==> src/rtl/mem_port_arbiter.sv <==
// Single memory port shared by instruction fetch and data access: one access in flight,
// data has priority, killed fetches are swallowed and every access is bounded by a timeout.
//
// state  | meaning
// IDLE   | no access in flight; grants d_req, else if_req
// D_WAIT | data access on the bus, waiting for mem_ready or timeout
// I_WAIT | fetch access on the bus, waiting for mem_ready or timeout
// RESP   | one-cycle response slot; owner's valid is high, no new grant
module mem_port_arbiter #(
    parameter int ADDR_W  = 32,
    parameter int DATA_W  = 32,
    parameter int TIMEOUT = 255
) (
    input  logic              clk,
    input  logic              rst,

    input  logic              if_req,
    input  logic [ADDR_W-1:0] if_addr,
    input  logic              if_kill,
    output logic [DATA_W-1:0] if_rdata,
    output logic              if_valid,

    input  logic              d_req,
    input  logic              d_we,
    input  logic [ADDR_W-1:0] d_addr,
    input  logic [DATA_W-1:0] d_wdata,
    output logic [DATA_W-1:0] d_rdata,
    output logic              d_valid,

    output logic              mem_req,
    output logic              mem_we,
    output logic [ADDR_W-1:0] mem_addr,
    output logic [DATA_W-1:0] mem_wdata,
    input  logic [DATA_W-1:0] mem_rdata,
    input  logic              mem_ready,

    output logic              mem_stall,
    output logic              mem_err
);

    localparam int CNT_W = $clog2(TIMEOUT + 1);
    localparam logic [CNT_W-1:0] CNT_LAST = CNT_W'(TIMEOUT - 1);
    localparam logic [CNT_W-1:0] CNT_MAX  = CNT_W'(TIMEOUT);

    typedef enum logic [1:0] {
        IDLE   = 2'd0,
        D_WAIT = 2'd1,
        I_WAIT = 2'd2,
        RESP   = 2'd3
    } state_t;

    state_t            state;
    logic              kill;
    logic [CNT_W-1:0]  cnt;
    logic              finish;
    logic [DATA_W-1:0] cap_data;

    // An access ends either on mem_ready or on the last allowed wait cycle; a timeout returns zero.
    always_comb begin
        finish   = mem_ready | (cnt >= CNT_LAST);
        cap_data = mem_ready ? mem_rdata : '0;
    end

    assign mem_stall = (d_req & ~d_valid) | (if_req & ~if_valid & ~if_kill);

    always_ff @(posedge clk or posedge rst) begin
        if (rst) begin
            state     <= IDLE;
            kill      <= 1'b0;
            cnt       <= '0;
            mem_req   <= 1'b0;
            mem_we    <= 1'b0;
            mem_addr  <= '0;
            mem_wdata <= '0;
            if_rdata  <= '0;
            d_rdata   <= '0;
            if_valid  <= 1'b0;
            d_valid   <= 1'b0;
            mem_err   <= 1'b0;
        end else begin
            if_valid <= 1'b0;
            d_valid  <= 1'b0;
            mem_err  <= 1'b0;

            case (state)
                IDLE: begin
                    cnt <= '0;
                    if (d_req) begin
                        mem_req   <= 1'b1;
                        mem_we    <= d_we;
                        mem_addr  <= d_addr;
                        mem_wdata <= d_wdata;
                        state     <= D_WAIT;
                    end else if (if_req) begin
                        mem_req  <= 1'b1;
                        mem_we   <= 1'b0;
                        mem_addr <= if_addr;
                        state    <= I_WAIT;
                    end
                end

                D_WAIT, I_WAIT: begin
                    if (state == I_WAIT && if_kill) begin
                        kill <= 1'b1;
                    end
                    if (finish) begin
                        mem_req <= 1'b0;
                        mem_err <= ~mem_ready;
                        state   <= RESP;
                        if (!mem_ready) begin
                            cnt <= CNT_MAX;
                        end
                        if (state == D_WAIT) begin
                            d_rdata <= cap_data;
                            d_valid <= 1'b1;
                        end else begin
                            // A kill arriving with mem_ready still suppresses this fetch.
                            if_rdata <= cap_data;
                            if_valid <= ~(kill | if_kill);
                        end
                    end else begin
                        cnt <= cnt + CNT_W'(1);
                    end
                end

                RESP: begin
                    kill  <= 1'b0;
                    state <= IDLE;
                end

                default: begin
                    state <= IDLE;
                end
            endcase
        end
    end

endmodule

==> config.mk <==
export PLATFORM = sky130hd
export DESIGN_NAME = mem_port_arbiter
export DESIGN_NICKNAME = d
export VERILOG_FILES = /design/src/rtl/mem_port_arbiter.sv
export SDC_FILE = /design/constraint.sdc
export NUM_CORES = 1
export LEC_CHECK = 0
export ABC_AREA = 1
export BUFFER_PORTS_ARGS = -buffer_cell sky130_fd_sc_hd__clkbuf_2
export CORE_ASPECT_RATIO = 1.25
export CORE_UTILIZATION = 48
export CTS_CLUSTER_SIZE = 10
export DETAILED_ROUTE_END_ITERATION = 12
export GPL_TIMING_DRIVEN = 0
export PLACE_DENSITY = 0.81
export SLEW_MARGIN = 20
export SYNTH_ARGS = -nofsm -noshare
export SYNTH_HDL_FRONTEND = slang
export SYNTH_SLANG_ARGS = --single-unit
==> constraint.sdc <==
create_clock -name clk -period 5.6 [get_ports clk]
set_input_delay 0.84 -clock clk [delete_from_list [all_inputs] [get_ports clk]]
set_output_delay 0.84 -clock clk [all_outputs]
set_load 0.02 [all_outputs]
==> results of run 1 <==
-- cell families (layout without fill, tap and decap cells) --
| logic type | after synthesis | count (layout) | share of synthesized area [%] |
|---|---|---|---|
| muxes | 32 | 32 | 5.86 |
| xor gates and xnor gates | 1 | 1 | 0.142 |
| adders and majority gates | 6 | 6 | 1.22 |
| DFF | 144 | 144 | 58.6 |
| AOI/OAI and AO/OA | 113 | 113 | 12.9 |
| and+or+nand+nor | 248 | 248 | 16.2 |
| buffers and inverters | 54 | 353 | 5.06 |
-- cell usage after synthesis (2+ instances only) --
cell type  instances
a21oi_1            3
a31oi_1           32
buf_2              9
buf_4              2
buf_6             12
clkbuf_1          12
dfrtp_1          144
ha_1               6
inv_1             17
mux2_2            32
nand2_1          187
nand2_2            2
nand3_1           11
nand3_2            2
nand3b_1           2
nand4_1            4
nor2_1            36
o211ai_1           5
o21ai_0            6
o21ai_1           20
o21ai_2           45
-- final cells by class --
type                    count  area (µm²)
inverters                  18        75.1
repair buffers            267        1360
well taps                 164         205
fillers                  1022        4050
clock buffers              20         447
multi-input cells         400        2240
plain buffers              36         244
flip-flops and latches    144        3600
clock inverters            12         109
-- through the flow --
step	instances	cell area [µm²]	power (mW)	hold WS (ns)
detailed placement	1029	7720	3.89	0.453
global placement	1028	7690	3.83	0.432
finish	1061	8280	4.91	0.427
CTS	1061	8280	4.96	0.435
global route	1061	8280	5.22	0.448
floorplan	598	6150	3.14	0.409
-- sequential cells by signal, indices dropped and copies added, names as in the netlist --
signal	cells
d_valid	1
cnt	8
mem_req	1
state	2
if_rdata	32
mem_err	1
kill	1
mem_we	1
mem_addr	32
d_rdata	32
if_valid	1
mem_wdata	32
-- critical path, cell delays in order --
cell,delay (ns)
buf_2,0.16
inv_2,0.15
clkbuf_1,0.43
o32ai_1,0.27
clkbuf_2,0.21
-- power breakdown --
part / switching [mW] / total (mW) / internal (mW)
clock network: 0.434 / 1.06 / 0.625
registers: 0.247 / 1.72 / 1.48
logic: 1.35 / 2.13 / 0.775
total: 2.03 / 4.91 / 2.88
-- worst paths after layout --
check / slack (ns) / to / cells after the start / start
worst max-delay path: 2.69 / mem_stall / 5 / d_req
max in group asynchronous: 4.38 / mem_req / 3 / rst
worst max register to register: 3.64 / cnt[3] / 9 / state[0]
worst min-delay path: 0.43 / mem_wdata[27] / 2 / rst
min in group clk: 0.46 / if_valid / 1 / kill
worst min register to register: 0.46 / if_valid / 1 / kill
-- metal layers --
layer | routed length [µm] | up-vias | track usage, %
met5 | 0 | - | 0
met4 | 295 | 0 | 9.20
met3 | 1150 | 24 | 7.44
met2 | 8350 | 209 | 45.4
met1 | 6410 | 2495 | 28.4
li1 | - | 2572 | -
==> flow_summary_export.csv, run 1 <==
group,metric,value,unit
layout,antenna_cells,0,
die,rows,45,
drt,first_iter_violations,185,
worst_hold_path,hp-class,"input port to async pin",
layout,nets,1025,
synth,avgSynthCellArea,10.3,µm²
grt,track_usage,25.4,%
power_and_ir_drop,power.leakage,4.30,nW
synth,synth_warnings,0,
synth,ys_ff_latch,144,
critical_path,crit_fanout,10,
placement,io_buffers,266,
timing,period_share,52.0,%
critical_path,startpoint_type,"input port",
cts,cts_setup_buffers,0,
drt,via_per_inst,5.00,
drt,wl_per_cell,15.3,µm
timing,maxSlewHeadroom,65.0,%
cts,cts_sinks,144,
power_and_ir_drop,p_per_area,593,mW/mm²
critical_path,crit_path_end_kind,"primary output",
drt,wl,16200,µm
job,cap_violations,0,
critical_path,cp_data_required_time,4.76,ns
cts,cts_buffers,17,
synth,syn-num-nets,739,
timing,rsz0062_at_grt,"false",
grt,antenna_found_initial,0,
grt,overflow,0,
die,ios,269,
synth,synth_edf_count,0,
cts,insertion_delay,0.41,ns
layout,layout_common_cells,"clkbuf_2, nand2_1, dfrtp_1",
cts,cts_root_buf,"clkbuf_16",
timing,hold_viol,0,
cts,cts_buffer_depth,2,
layout,area_growth,34.6,%
layout,layout-drive-gt1-share,45.3,%
cts,cts_resized,0,
synth,syn_inst,598,
cts,htree_levels,4,
die,core,0.0123,mm²
synth,async_flop_share,100,%
synth,syn_area,0.00615,mm²
cts,clk_pin_slew,0.06,ns
die,die-area,0.0133,mm²
grt,grt_pass1_wl,25300,µm
power_and_ir_drop,vdd_ir_drop_max,319,µV
die,initial_core_util,49.9,%
timing,setup_viol,0,
drt,dr.pass1.iters,4,
layout,final_common_cell,"clkbuf_2",
synth,ys.flop_type,"dfrtp_1",
synth,yosysTopAreaCellShare,58.6,%
placement,gp_congestion,0.841,
placement,dpl_worst_slack,2.69,ns
grt,grt_max_degree,94,
grt,first_global_vias,5196,
layout,fin_util,67.1,%
synth,yosys-top-cells-area,"dfrtp_1, nand2_1, o21ai_2, mux2_2, a31oi_1",
drt,drc,0,
critical_path,crit_arrival,2.07,ns
synth,synth.distinct_cells,30,
timing,setup_tns,0,ns
status,status,"finished, final reports clean",
timing,fin_crit,2.91,ns
drt,vias,5300,
timing,setup_ws,2.69,ns
placement,place_hpwl,12600,µm
die,die_w,103,µm
synth,yosysTopAreaCell,"dfrtp_1",
cts,holdBufCountCts,0,
timing,fmax,0.343,GHz
timing,fin_skew,0.00972,ns
critical_path,critPathKind,"input port to primary output",
cts,cts_tree,"built",
die,die_h,129,µm
timing,maxSlewViolCount,0,
synth,yosysSeqAreaShare,58.6,%
drt,drtAntennaViolNets,0,
timing,worst_pin_slew,0.523,ns
(Power assumes the default switching activity.)
==> run 2, diff against run 1 <==
--- a/config.mk
+++ b/config.mk
@@ -5,14 +5,14 @@
 export SDC_FILE = /design/constraint.sdc
 export NUM_CORES = 1
 export LEC_CHECK = 0
-export ABC_AREA = 1
+export ABC_AREA = 0
 export BUFFER_PORTS_ARGS = -buffer_cell sky130_fd_sc_hd__clkbuf_2
 export CORE_ASPECT_RATIO = 1.25
-export CORE_UTILIZATION = 48
+export CORE_UTILIZATION = 47
 export CTS_CLUSTER_SIZE = 10
 export DETAILED_ROUTE_END_ITERATION = 12
 export GPL_TIMING_DRIVEN = 0
-export PLACE_DENSITY = 0.81
+export PLACE_DENSITY = 0.8
 export SLEW_MARGIN = 20
 export SYNTH_ARGS = -nofsm -noshare
 export SYNTH_HDL_FRONTEND = slang
==> constraint.sdc (replaced) <==
create_clock -name clk -period 3 [get_ports clk]
set_input_delay 0.45 -clock clk [delete_from_list [all_inputs] [get_ports clk]]
set_output_delay 0.45 -clock clk [all_outputs]
set_load 0.02 [all_outputs]
==> run 2 against run 1 <==
  * Total power up 91%
  * Wire length fell by 8.9%
  * Global-route usage down 1.8 points
  * Combinational power is 89% higher
  * Sequential share of layout area rose by 1.4 points
  * First-iteration DRC count down 19%
  * Worst setup slack worse by 1.7 ns
  * Sequential power grew 95%
  * Non-clock buffer count fell by 1
  * Synthesized cell count shrank 25%
  * Hold slack worse by 0.36 ns
  * Critical path type is now register to register
  * Largest power group unchanged
==> flow_summary_export.csv, run 2 <==
group,metric,value,unit
drt,wl,14800,µm
synth,synth_top_family_by_area,"compound AO/OA/AOI/OAI gates",
layout,final_common_cell,"clkbuf_2",
job,cap_violations,0,
synth,synth_edf_count,0,
worst_hold_path,hp-class,"input port to async pin",
layout,layout-drive-gt1-share,47.7,%
drt,via_per_inst,5.19,
die,die_h,127,µm
drt,first_iter_violations,150,
timing,setup_viol,0,
power_and_ir_drop,p_per_area,1170,mW/mm²
synth,synth_common_cells,"dfrtp_1, a22o_1, o21ai_0, nand2_1, mux2i_1",
synth,yosysSeqAreaShare,61.8,%
timing,setup_tns,0,ns
cts,holdBufCountCts,0,
drt,wl_met1,5750,µm
critical_path,cp.buffers_inverters,2,
die,die-area,0.0129,mm²
critical_path,crit_fanout,10,
synth,syn-num-nets,587,
timing,maxSlewHeadroom,64.3,%
layout,design_area,0.00802,mm²
drt,top_layer_used,"met4",
synth,synth_fa_ha_area_share,1.29,%
drt,routed-wl-met2,7760,µm
synth,ys.flop_type,"dfrtp_1",
cts,htree_levels,4,
synth,yosysTopAreaCell,"dfrtp_1",
drt,dr.pass1.iters,4,
layout,nets,878,
layout,layout_common_cells,"clkbuf_2, dfrtp_1, a22o_1",
cts,cts_resized,0,
synth,muxShareOfSynthArea,12.2,%
timing,fin_skew,0.00677,ns
synth,yosysTopAreaCellShare,61.8,%
placement,place_hpwl,11300,µm
synth,syn_inst,446,
timing,fmax,0.487,GHz
cts,cts_root_buf,"clkbuf_16",
die,initial_core_util,48.2,%
grt,first_global_vias,4807,
drt,wl_per_cell,16.2,µm
synth,syn_area,0.00583,mm²
critical_path,cp_slowest_cell,"clkbuf_1",
status,status,"finished, final reports clean",
layout,area_growth,37.6,%
synth,synth-xor-area-share,0,%
placement,gp_congestion,0.824,
timing,hold_viol,0,
critical_path,crit_arrival,2.40,ns
layout,antenna_cells,0,
grt,track_usage,23.6,%
cts,cts_tree,"built",
grt,grt_pass1_wl,23300,µm
timing,rsz0062_at_grt,"false",
die,die_w,102,µm
synth,async_flop_share,100,%
grt,antenna_found_initial,0,
drt,vias,4741,
cts,cts_setup_buffers,0,
synth,synth-compound-area-share,15.9,%
synth,ys_ff_latch,144,
drt,drtAntennaViolNets,0,
drt,wl_met3,884,µm
placement,io_buffers,268,
timing,hold_slack,0.0705,ns
timing,period_share,68.5,%
critical_path,critPathKind,"register to register",
critical_path,crit_chain,"inv_1 -> ha_1 -> nand2_1 -> nor2_1 -> clkbuf_1 -> a22o_1",
drt,drc,0,
synth,avgSynthCellArea,13.1,µm²
die,core,0.0121,mm²
synth,yosys-top-cells-area,"dfrtp_1, a22o_1, mux2_2, mux2i_1, o21ai_0",
timing,maxSlewViolCount,0,
critical_path,crit_path_end_kind,"register",
cts,cts_buffer_depth,2,
cts,cts_buffers,17,
cts,insertion_delay,0.41,ns
power_and_ir_drop,power.leakage,4.25,nW
critical_path,cp_top_family,"buffers and inverters",
grt,grt_max_degree,36,
power_and_ir_drop,vdd_ir_drop_max,601,µV
synth,yosysMostFrequentCell,"dfrtp_1",
synth,synth-simple-area-share,5.39,%
critical_path,startpoint_type,"register",
grt,overflow,0,
critical_path,cp_data_required_time,3.34,ns
timing,worst_pin_slew,0.535,ns
cts,clk_pin_slew,0.06,ns
die,ios,269,
cts,cts_sinks,144,
critical_path,critical-path-max-stage-delay,0.44,ns
synth,synth_warnings,0,
timing,fin_crit,2.06,ns
die,rows,45,
layout,n_fill_cell,912,
placement,dpl_cell_area,0.00746,mm²
synth,synth.distinct_cells,34,
[run 2: report_power, final]
| part | internal (mW) | switching, mW |
|---|---|---|
| sequential | 2.84 | 0.521 |
| clock | 1.18 | 0.806 |
| combinational | 1.59 | 2.44 |
| total | 5.61 | 3.77 |
[run 2: path summary, 6_finish.rpt]
check                         start  cells after the start  slack, ns            end
max                        state[0]                      6       0.94   if_rdata[19]
min                             rst                      2       0.07  mem_wdata[28]
max reg2reg                state[0]                      6       0.94   if_rdata[19]
min reg2reg                    kill                      1       0.42       if_valid
max in group asynchronous       rst                      4       2.17    if_rdata[1]
min in group clk            if_kill                      2       0.25       if_valid
[run 2: kinds of logic (layout without fill, tap and decap cells)]
family,Yosys count,count (layout)
simple gates,67,67
fa+ha+maj,6,6
mux,67,67
flops,144,144
buf+inv,38,341
compound gates,124,124
[run 2: final cells by class]
cell class	count	area, µm²	area share [%]
multi-input combinational	264	2030	25.3
buffer	30	169	2.11
clock buffer	19	453	5.65
clock inverter	12	110	1.37
sequential	144	3600	44.9
inverter	8	33.8	0.421
timing repair buffer	272	1420	17.7
tap	164	205	2.56
[run 2: worst register-to-register path, delay by kind of cell (launching register included)]
kind / cells / cell delay (ns)
buffers and inverters: 2 / 0.52
DFF: 1 / 0.39
adders and majority gates: 1 / 0.43
AOI/OAI and AO/OA: 1 / 0.25
and+or+nand+nor: 2 / 0.40
[run 2: metrics by stage]
| stage | instances | power, mW | setup slack, ns | util (%) |
|---|---|---|---|---|
| final | 913 | 9.38 | 0.945 | 66.3 |
| after CTS | 913 | 9.45 | 0.938 | 66.3 |
| after floorplan | 446 | 5.96 | 0.745 | - |
| after global routing | 913 | 9.94 | 0.746 | 66.3 |
| after detailed placement | 882 | 7.44 | 0.927 | 61.6 |
| after global placement | 878 | 7.25 | 0.0267 | 61.0 |
[run 2: per-layer routing]
metal / global-route usage [%] / vias to the layer above
li1: - / 2194
met1: 27.0 / 2331
met2: 41.7 / 185
met3: 5.01 / 31
met4: 10.7 / 0
met5: 0 / -
